==> src/rtl/text_console_ctrl_pkg.sv <==
// Shared types and constants for the text console VRAM sequencer.
package console_pkg;

  typedef enum logic [2:0] {
    ST_IDLE,
    ST_EXEC,
    ST_SCROLL_RD,
    ST_SCROLL_WR,
    ST_FILL,
    ST_CLEAR
  } state_e;

  localparam logic [7:0] CH_SPACE = 8'h20;
  localparam logic [7:0] CH_BS    = 8'h08;
  localparam logic [7:0] CH_LF    = 8'h0A;
  localparam logic [7:0] CH_CR    = 8'h0D;
  localparam logic [7:0] CH_FF    = 8'h0C;

  localparam int DEF_COLS = 64;
  localparam int DEF_ROWS = 30;

  localparam int ROW_W  = 5;
  localparam int COL_W  = 6;
  localparam int ADDR_W = ROW_W + COL_W;

  function automatic logic [ADDR_W-1:0] pack_addr(input logic [ROW_W-1:0] r,
                                                  input logic [COL_W-1:0] c);
    return {r, c};
  endfunction

endpackage

==> src/rtl/text_console_ctrl_if.sv <==
// CPU character handshake plus the VRAM port owned by the console controller.
interface text_console_ctrl_if;
  import console_pkg::*;

  logic [7:0]        cpu_char;
  logic              cpu_valid;
  logic              cpu_ready;
  logic [ADDR_W-1:0] vram_addr;
  logic [7:0]        vram_wdata;
  logic              vram_we;
  logic [7:0]        vram_rdata;

  modport master (
    input  cpu_char, cpu_valid, vram_rdata,
    output cpu_ready, vram_addr, vram_wdata, vram_we
  );

  modport slave (
    output cpu_char, cpu_valid, vram_rdata,
    input  cpu_ready, vram_addr, vram_wdata, vram_we
  );
endinterface

==> src/rtl/text_console_ctrl_rr_arb2.sv <==
// Two-requester round-robin; the side not granted last time wins a tie.
module rr_arb2 (
  input  logic       clk,
  input  logic       rst,
  input  logic [1:0] req_i,
  input  logic       accept_i,
  output logic [1:0] gnt_o
);

  // last_q = 1 means requester 1 took the most recent transfer
  logic last_q, last_d;

  always_comb begin
    gnt_o = req_i;
    if (req_i[0] && req_i[1]) gnt_o = last_q ? 2'b01 : 2'b10;
    last_d = last_q;
    if (accept_i && (gnt_o != 2'b00)) last_d = gnt_o[1];
  end

  always_ff @(posedge clk) begin
    if (rst) last_q <= 1'b1;
    else     last_q <= last_d;
  end

endmodule

==> src/rtl/text_console_ctrl.sv <==
// Character sequencer for the text VRAM: cursor, control codes, clear and
// scroll-by-row-copy, fed from a one-entry keyboard buffer and a CPU port.
module text_console_ctrl
  import console_pkg::*;
#(
  parameter int COLS = DEF_COLS,
  parameter int ROWS = DEF_ROWS
) (
  input  logic             clk,
  input  logic             rst,
  input  logic [7:0]       kb_char_i,
  input  logic             kb_valid_i,
  text_console_ctrl_if.master bus,
  output logic [ROW_W-1:0] cur_row_o,
  output logic [COL_W-1:0] cur_col_o,
  output logic             busy_o,
  output logic             kb_overflow_o
);

  localparam logic [COL_W-1:0] COL_MAX     = COL_W'(COLS - 1);
  localparam logic [ROW_W-1:0] ROW_MAX     = ROW_W'(ROWS - 1);
  localparam logic [ROW_W-1:0] SCR_ROW_MAX = ROW_W'(ROWS - 2);

  state_e           state_q, state_d;
  logic [ROW_W-1:0] row_q, row_d;
  logic [COL_W-1:0] col_q, col_d;
  logic [ROW_W-1:0] sr_q, sr_d;
  logic [COL_W-1:0] sc_q, sc_d;
  logic [7:0]       char_q, char_d;
  logic             kb_pend_q, kb_pend_d;
  logic [7:0]       kb_char_q, kb_char_d;
  logic             kb_ovf_q, kb_ovf_d;

  logic [1:0]        req, gnt;
  logic              accept, consume, adv_row;
  logic              we;
  logic [ADDR_W-1:0] addr;
  logic [7:0]        wdata;

  // index 0 = CPU, index 1 = keyboard
  assign req     = {kb_pend_q, bus.cpu_valid} & {2{state_q == ST_IDLE}};
  assign accept  = |gnt;
  assign consume = accept & gnt[1];

  rr_arb2 u_arb (
    .clk      (clk),
    .rst      (rst),
    .req_i    (req),
    .accept_i (accept),
    .gnt_o    (gnt)
  );

  always_comb begin
    kb_pend_d = kb_pend_q;
    kb_char_d = kb_char_q;
    kb_ovf_d  = kb_ovf_q;
    if (consume) kb_pend_d = 1'b0;
    if (kb_valid_i) begin
      if (kb_pend_q && !consume) begin
        kb_ovf_d = 1'b1;
      end else begin
        kb_pend_d = 1'b1;
        kb_char_d = kb_char_i;
      end
    end
  end

  always_comb begin
    state_d = state_q;
    row_d   = row_q;
    col_d   = col_q;
    sr_d    = sr_q;
    sc_d    = sc_q;
    char_d  = char_q;
    we      = 1'b0;
    addr    = '0;
    wdata   = CH_SPACE;
    adv_row = 1'b0;
    case (state_q)
      ST_IDLE: begin
        if (accept) begin
          char_d  = gnt[1] ? kb_char_q : bus.cpu_char;
          state_d = ST_EXEC;
        end
      end
      ST_EXEC: begin
        state_d = ST_IDLE;
        if (char_q >= 8'h20 && char_q <= 8'h7E) begin
          we    = 1'b1;
          addr  = pack_addr(row_q, col_q);
          wdata = char_q;
          if (col_q == COL_MAX) begin
            col_d   = '0;
            adv_row = 1'b1;
          end else begin
            col_d = col_q + 1'b1;
          end
        end else if (char_q == CH_LF || char_q == CH_CR) begin
          col_d   = '0;
          adv_row = 1'b1;
        end else if (char_q == CH_BS) begin
          if (col_q != '0) begin
            col_d = col_q - 1'b1;
            we    = 1'b1;
            addr  = pack_addr(row_q, col_q - 1'b1);
          end else if (row_q != '0) begin
            row_d = row_q - 1'b1;
            col_d = COL_MAX;
            we    = 1'b1;
            addr  = pack_addr(row_q - 1'b1, COL_MAX);
          end
        end else if (char_q == CH_FF) begin
          state_d = ST_CLEAR;
          sr_d    = '0;
          sc_d    = '0;
        end
        // bottom row: cursor stays put and the screen moves up instead
        if (adv_row) begin
          if (row_q != ROW_MAX) begin
            row_d = row_q + 1'b1;
          end else begin
            state_d = ST_SCROLL_RD;
            sr_d    = '0;
            sc_d    = '0;
          end
        end
      end
      ST_SCROLL_RD: begin
        addr    = pack_addr(sr_q + 1'b1, sc_q);
        state_d = ST_SCROLL_WR;
      end
      ST_SCROLL_WR: begin
        we      = 1'b1;
        addr    = pack_addr(sr_q, sc_q);
        wdata   = bus.vram_rdata;
        state_d = ST_SCROLL_RD;
        if (sc_q == COL_MAX) begin
          sc_d = '0;
          if (sr_q == SCR_ROW_MAX) state_d = ST_FILL;
          else                     sr_d    = sr_q + 1'b1;
        end else begin
          sc_d = sc_q + 1'b1;
        end
      end
      ST_FILL: begin
        we   = 1'b1;
        addr = pack_addr(ROW_MAX, sc_q);
        if (sc_q == COL_MAX) begin
          sc_d    = '0;
          state_d = ST_IDLE;
        end else begin
          sc_d = sc_q + 1'b1;
        end
      end
      ST_CLEAR: begin
        we   = 1'b1;
        addr = pack_addr(sr_q, sc_q);
        if (sc_q == COL_MAX) begin
          sc_d = '0;
          if (sr_q == ROW_MAX) begin
            sr_d    = '0;
            row_d   = '0;
            col_d   = '0;
            state_d = ST_IDLE;
          end else begin
            sr_d = sr_q + 1'b1;
          end
        end else begin
          sc_d = sc_q + 1'b1;
        end
      end
      default: state_d = ST_IDLE;
    endcase
  end

  always_ff @(posedge clk) begin
    if (rst) begin
      state_q   <= ST_CLEAR;
      row_q     <= '0;
      col_q     <= '0;
      sr_q      <= '0;
      sc_q      <= '0;
      char_q    <= '0;
      kb_pend_q <= 1'b0;
      kb_char_q <= '0;
      kb_ovf_q  <= 1'b0;
    end else begin
      state_q   <= state_d;
      row_q     <= row_d;
      col_q     <= col_d;
      sr_q      <= sr_d;
      sc_q      <= sc_d;
      char_q    <= char_d;
      kb_pend_q <= kb_pend_d;
      kb_char_q <= kb_char_d;
      kb_ovf_q  <= kb_ovf_d;
    end
  end

  // rst gates the port combinationally so an abandoned scroll/clear stops at once
  assign bus.vram_we    = we & ~rst;
  assign bus.vram_addr  = rst ? '0 : addr;
  assign bus.vram_wdata = wdata;
  assign bus.cpu_ready  = gnt[0] & ~rst;
  assign busy_o         = rst | (state_q != ST_IDLE);
  assign cur_row_o      = row_q;
  assign cur_col_o      = col_q;
  assign kb_overflow_o  = kb_ovf_q;

endmodule

==> src/flat_wrapper.sv <==
// flat-port wrapper written by rule: the top's interface ports become plain ports
module text_console_ctrl_flat import console_pkg::*;
#(
  parameter int COLS = DEF_COLS,
  parameter int ROWS = DEF_ROWS
)
  (clk, rst, kb_char_i, kb_valid_i, cur_row_o, cur_col_o, busy_o, kb_overflow_o, bus_cpu_char, bus_cpu_valid, bus_vram_rdata, bus_cpu_ready, bus_vram_addr, bus_vram_wdata, bus_vram_we);
  text_console_ctrl_if bus_i ();
  input  logic clk;
  input  logic rst;
  input  logic [7:0] kb_char_i;
  input  logic kb_valid_i;
  output logic [ROW_W-1:0] cur_row_o;
  output logic [COL_W-1:0] cur_col_o;
  output logic busy_o;
  output logic kb_overflow_o;
  input wire logic [$bits(bus_i.cpu_char)-1:0] bus_cpu_char;
  input wire logic [$bits(bus_i.cpu_valid)-1:0] bus_cpu_valid;
  input wire logic [$bits(bus_i.vram_rdata)-1:0] bus_vram_rdata;
  output wire logic [$bits(bus_i.cpu_ready)-1:0] bus_cpu_ready;
  output wire logic [$bits(bus_i.vram_addr)-1:0] bus_vram_addr;
  output wire logic [$bits(bus_i.vram_wdata)-1:0] bus_vram_wdata;
  output wire logic [$bits(bus_i.vram_we)-1:0] bus_vram_we;
  assign bus_i.cpu_char = bus_cpu_char;
  assign bus_i.cpu_valid = bus_cpu_valid;
  assign bus_i.vram_rdata = bus_vram_rdata;
  assign bus_cpu_ready = bus_i.cpu_ready;
  assign bus_vram_addr = bus_i.vram_addr;
  assign bus_vram_wdata = bus_i.vram_wdata;
  assign bus_vram_we = bus_i.vram_we;
  text_console_ctrl #(.COLS(COLS), .ROWS(ROWS)) u_core (.clk(clk), .rst(rst), .kb_char_i(kb_char_i), .kb_valid_i(kb_valid_i), .bus(bus_i), .cur_row_o(cur_row_o), .cur_col_o(cur_col_o), .busy_o(busy_o), .kb_overflow_o(kb_overflow_o));
endmodule
==> config.mk <==
export PLATFORM = sky130hd
export DESIGN_NAME = text_console_ctrl_flat
export DESIGN_NICKNAME = d
export VERILOG_FILES = /design/src/rtl/text_console_ctrl_pkg.sv /design/src/rtl/text_console_ctrl_if.sv /design/src/rtl/text_console_ctrl_rr_arb2.sv /design/src/rtl/text_console_ctrl.sv /design/src/flat_wrapper.sv
export SDC_FILE = /design/constraint.sdc
export NUM_CORES = 1
export LEC_CHECK = 0
export BUFFER_PORTS_ARGS = -buffer_cell sky130_fd_sc_hd__buf_2
export CORE_ASPECT_RATIO = 0.7
export CORE_MARGIN = 3
export CORE_UTILIZATION = 25
export DETAILED_ROUTE_END_ITERATION = 10
export GPL_TIMING_DRIVEN = 1
export SLEW_MARGIN = 20
export SYNTH_ARGS = -nofsm -noshare
export SYNTH_HDL_FRONTEND = slang
export SYNTH_HIERARCHICAL = 1
export SYNTH_SLANG_ARGS = --single-unit
==> constraint.sdc <==
create_clock -name clk -period 3.8 [get_ports clk]
set_input_delay 0.76 -clock clk [delete_from_list [all_inputs] [get_ports clk]]
set_output_delay 0.76 -clock clk [all_outputs]
set_load 0.02 [all_outputs]
==> run_results.csv <==
group,metric,value,unit
clock_network,clk_pin_slew_worst_paths,0.07,ns
clock_network,cts_tree,"done",
clock_network,worstSkewPairLatency,0.29,ns
floorplan,die_w,142,um
logic_synthesis,yosysSeqAreaShare,0.272,
run_status,outcome,"finished, final reports clean",
detailed_routing,drc_errors,0,
hold_path,holdPathStages,2,
timing,slew_viol_final,0,
detailed_routing,dr.pass1.iters,6,
floorplan,io_pins,62,
global_routing,grt_antenna_before_repair,0,
worst_setup_path,cp-start-kind,"flip-flop",
logic_synthesis,yosysTopAreaCellShare,0.272,
floorplan,start_util,0.258,
logic_synthesis,synthSimpleGateAreaFrac,0.253,
global_routing,grt_max_degree,28,
logic_synthesis,synthesis.nets,460,
timing,tns,0,ns
worst_setup_path,worst-path-max-fanout,11,
worst_setup_path,criticalPathCategory,"reg2out",
layout,fillers,1345,
global_routing,groute.usage.overall,0.145,
floorplan,core-area,12500,um^2
logic_synthesis,synth_top_area_cell,"dfxtp_1",
timing,fmax,0.278,GHz
logic_synthesis,synth_top_family_by_area,"compound AO/OA/AOI/OAI gates",
logic_synthesis,synthArstFlopShare,0,
logic_synthesis,ys_seq_elements,44,
detailed_routing,wire_per_inst,16.5,um
logic_synthesis,syn_area,3240,um^2
clock_network,numCtsBuffers,5,
logic_synthesis,synth_enable_flop_cells,0,
timing,relSlewSlack,0.485,
placement,io_buffers,61,
layout,regArea,881,um^2
layout,instances_no_fill,636,
global_routing,grt_pass1_vias,3292,
logic_synthesis,synthAdderAreaFrac,0.0386,
worst_setup_path,reg2reg_depth,8,
layout,multiInputGateArea,2200,um^2
timing,finClkSkew,0.00826,ns
clock_network,cts_buffer_depth,2,
detailed_routing,wl,10500,um
detailed_routing,vias_per_cell,5.56,
timing,setup_viol,0,
logic_synthesis,synthTopCellsByArea,"dfxtp_1 (27%), nor2_1 (6.1%), mux2i_1 (5.3%)",
logic_synthesis,synth-compound-area-share,0.317,
power,p_leak,1.55,nW
hold_path,hold_path.class,"reg2reg",
timing,worst_pin_slew,0.769,ns
timing,period_share,0.947,
clock_network,cts_root_buf,"clkbuf_16",
placement,placed_cells,628,
global_routing,grt.overflow.total,0,
logic_synthesis,yosys_warnings,6,
layout,areaGrowthSynthToFinish,19.5,%
power,powerDensity,271,nW/um^2
worst_setup_path,critPathArrivalTime,2.84,ns
layout,fin_nets,511,
global_routing,grt_use_met2,0.221,
global_routing,grt_pass1_wl,17100,um
global_routing,grtUsageMet1,0.206,
detailed_routing,drt_iter0_drc,326,
timing,rsz0062_at_grt,"no",
placement,dp_hpwl,7810,um
timing,whs,0.501,ns
logic_synthesis,yosys-top-cells-count,"nor2_1 (53), dfxtp_1 (44), nand2_1 (31)",
floorplan,die_area,14400,um^2
clock_network,cts_hold_buf,0,
global_routing,use_met3,0.0359,
detailed_routing,antenna_left,0,
logic_synthesis,ys.flop_type,"dfxtp_1",
clock_network,htreeDepth,2,
timing,finalHoldViolCount,0,
layout,final_layout_size_suffix_gt1_frac,0.198,
logic_synthesis,ys_types,72,
floorplan,die_h,101,um
clock_network,clock_sinks,44,
placement,gp_congestion,0.942,
logic_synthesis,syn_inst,422,
detailed_routing,vias,3535,
job,cap_violations,0,
logic_synthesis,post-synth-top-count-cell,"nor2_1",
power,power,0.00105,W
logic_synthesis,synth_area_per_cell,7.68,um^2
worst_setup_path,cp.required,3.04,ns
floorplan,row_count,34,
layout,diodes,0,
logic_synthesis,synth_xor_area_frac,0.0162,
power,ir_drop,0.000156,V
worst_setup_path,cp-end-kind,"output pin",
global_routing,top_usage_layer,"met2",
timing,period_needed,3.60,ns
logic_synthesis,muxShareOfSynthArea,0.0525,
## registers in the layout, indices dropped and copies added, names as in the netlist
signal,flops
u_core/char_q,8
u_core/cur_col_o,6
u_core/cur_row_o,5
u_core/kb_char_q,8
u_core/kb_overflow_o,1
u_core/kb_pend_q,1
u_core/sc_q,6
u_core/sr_q,5
u_core/state_q,3
u_core/u_arb/last_q,1
## timing repair
| action | CTS | global route |
|---|---|---|
| endpoints found under the setup margin | 0 | 1 |
| setup buffers | 0 | 0 |
| gates resized for setup | 0 | 1 |
## path summary, 6_finish.rpt
| path | from | slack [ns] | to |
|---|---|---|---|
| max reg2reg | u_core/state_q[2] | 1.03 | u_core/kb_char_q[3] |
| max | u_core/cur_col_o[0] | 0.20 | bus_vram_addr[7] |
| min reg2reg | u_core/kb_char_q[1] | 0.50 | u_core/kb_char_q[1] |
| min | u_core/kb_char_q[1] | 0.50 | u_core/kb_char_q[1] |
## per-stage QoR
stage / worst slack [ns] / instance area [um^2] / util
finish: 0.202 / 3870 / 0.309
global route: 0.0285 / 3870 / 0.309
CTS: 0.234 / 3870 / 0.308
detailed placement: 0.574 / 3700 / 0.295
global placement: 0.621 / 3700 / 0.295
floorplan: 0.534 / 3240 / -
## layout make-up
| class | instances | area share |
|---|---|---|
| inverters | 13 | 0.0126 |
| flip-flops and latches | 44 | 0.227 |
| multi-input cells | 339 | 0.567 |
| clock buffers | 5 | 0.0323 |
| well taps | 162 | 0.0523 |
| repair buffers | 70 | 0.0963 |
| clock inverters | 3 | 0.0120 |
## cell families (layout without fill, tap and decap cells)
family	Yosys count	in the layout
simple gates	162	162
compound gates	144	144
flops	44	44
buf+inv	39	91
mux	17	17
fa+ha+maj	10	10
xor+xnor	6	6
## layout by cell type, fill, tap and decap left out, types with 4 or more instances in the layout
cell       instances
buf_2             61
nor2_1            52
dfxtp_1           44
nand2_1           31
a21oi_1           28
o21ai_0           28
nand3_1           19
mux2i_1           17
inv_1             13
ha_1              10
buf_4              9
a31oi_1            9
nand2b_1           8
a211oi_1           8
a22o_1             7
or3_1              7
nor2b_1            6
a22oi_1            6
clkbuf_16          5
and2_1             5
nor3_1             5
o2111ai_1          5
a32o_1             5
a41oi_1            4
and3_1             4
xnor2_1            4
## power by group
group	leakage (nW)	internal (W)	switching, W
sequential	0.357	0.000470	0.00000626
clock	0.0804	0.000313	0.000199
combinational	1.11	0.0000287	0.0000346
## layer usage
metal | wire [um] | vias up
met3 | 749 | 12
met1 | 4980 | 1694
met2 | 4660 | 145
met4 | 129 | 0
met5 | 0 | -
li1 | - | 1684
## critical path, stage by stage, from the launching register on
cell,delay [ns]
dfxtp_1,0.42
inv_1,0.10
ha_1,0.25
or4b_4,0.51
or2_1,0.36
nor4_1,0.22
a21oi_1,0.09
a211o_1,0.30
a21oi_1,0.12
buf_2,0.18
Note: power is estimated with default switching activity, not from simulation.
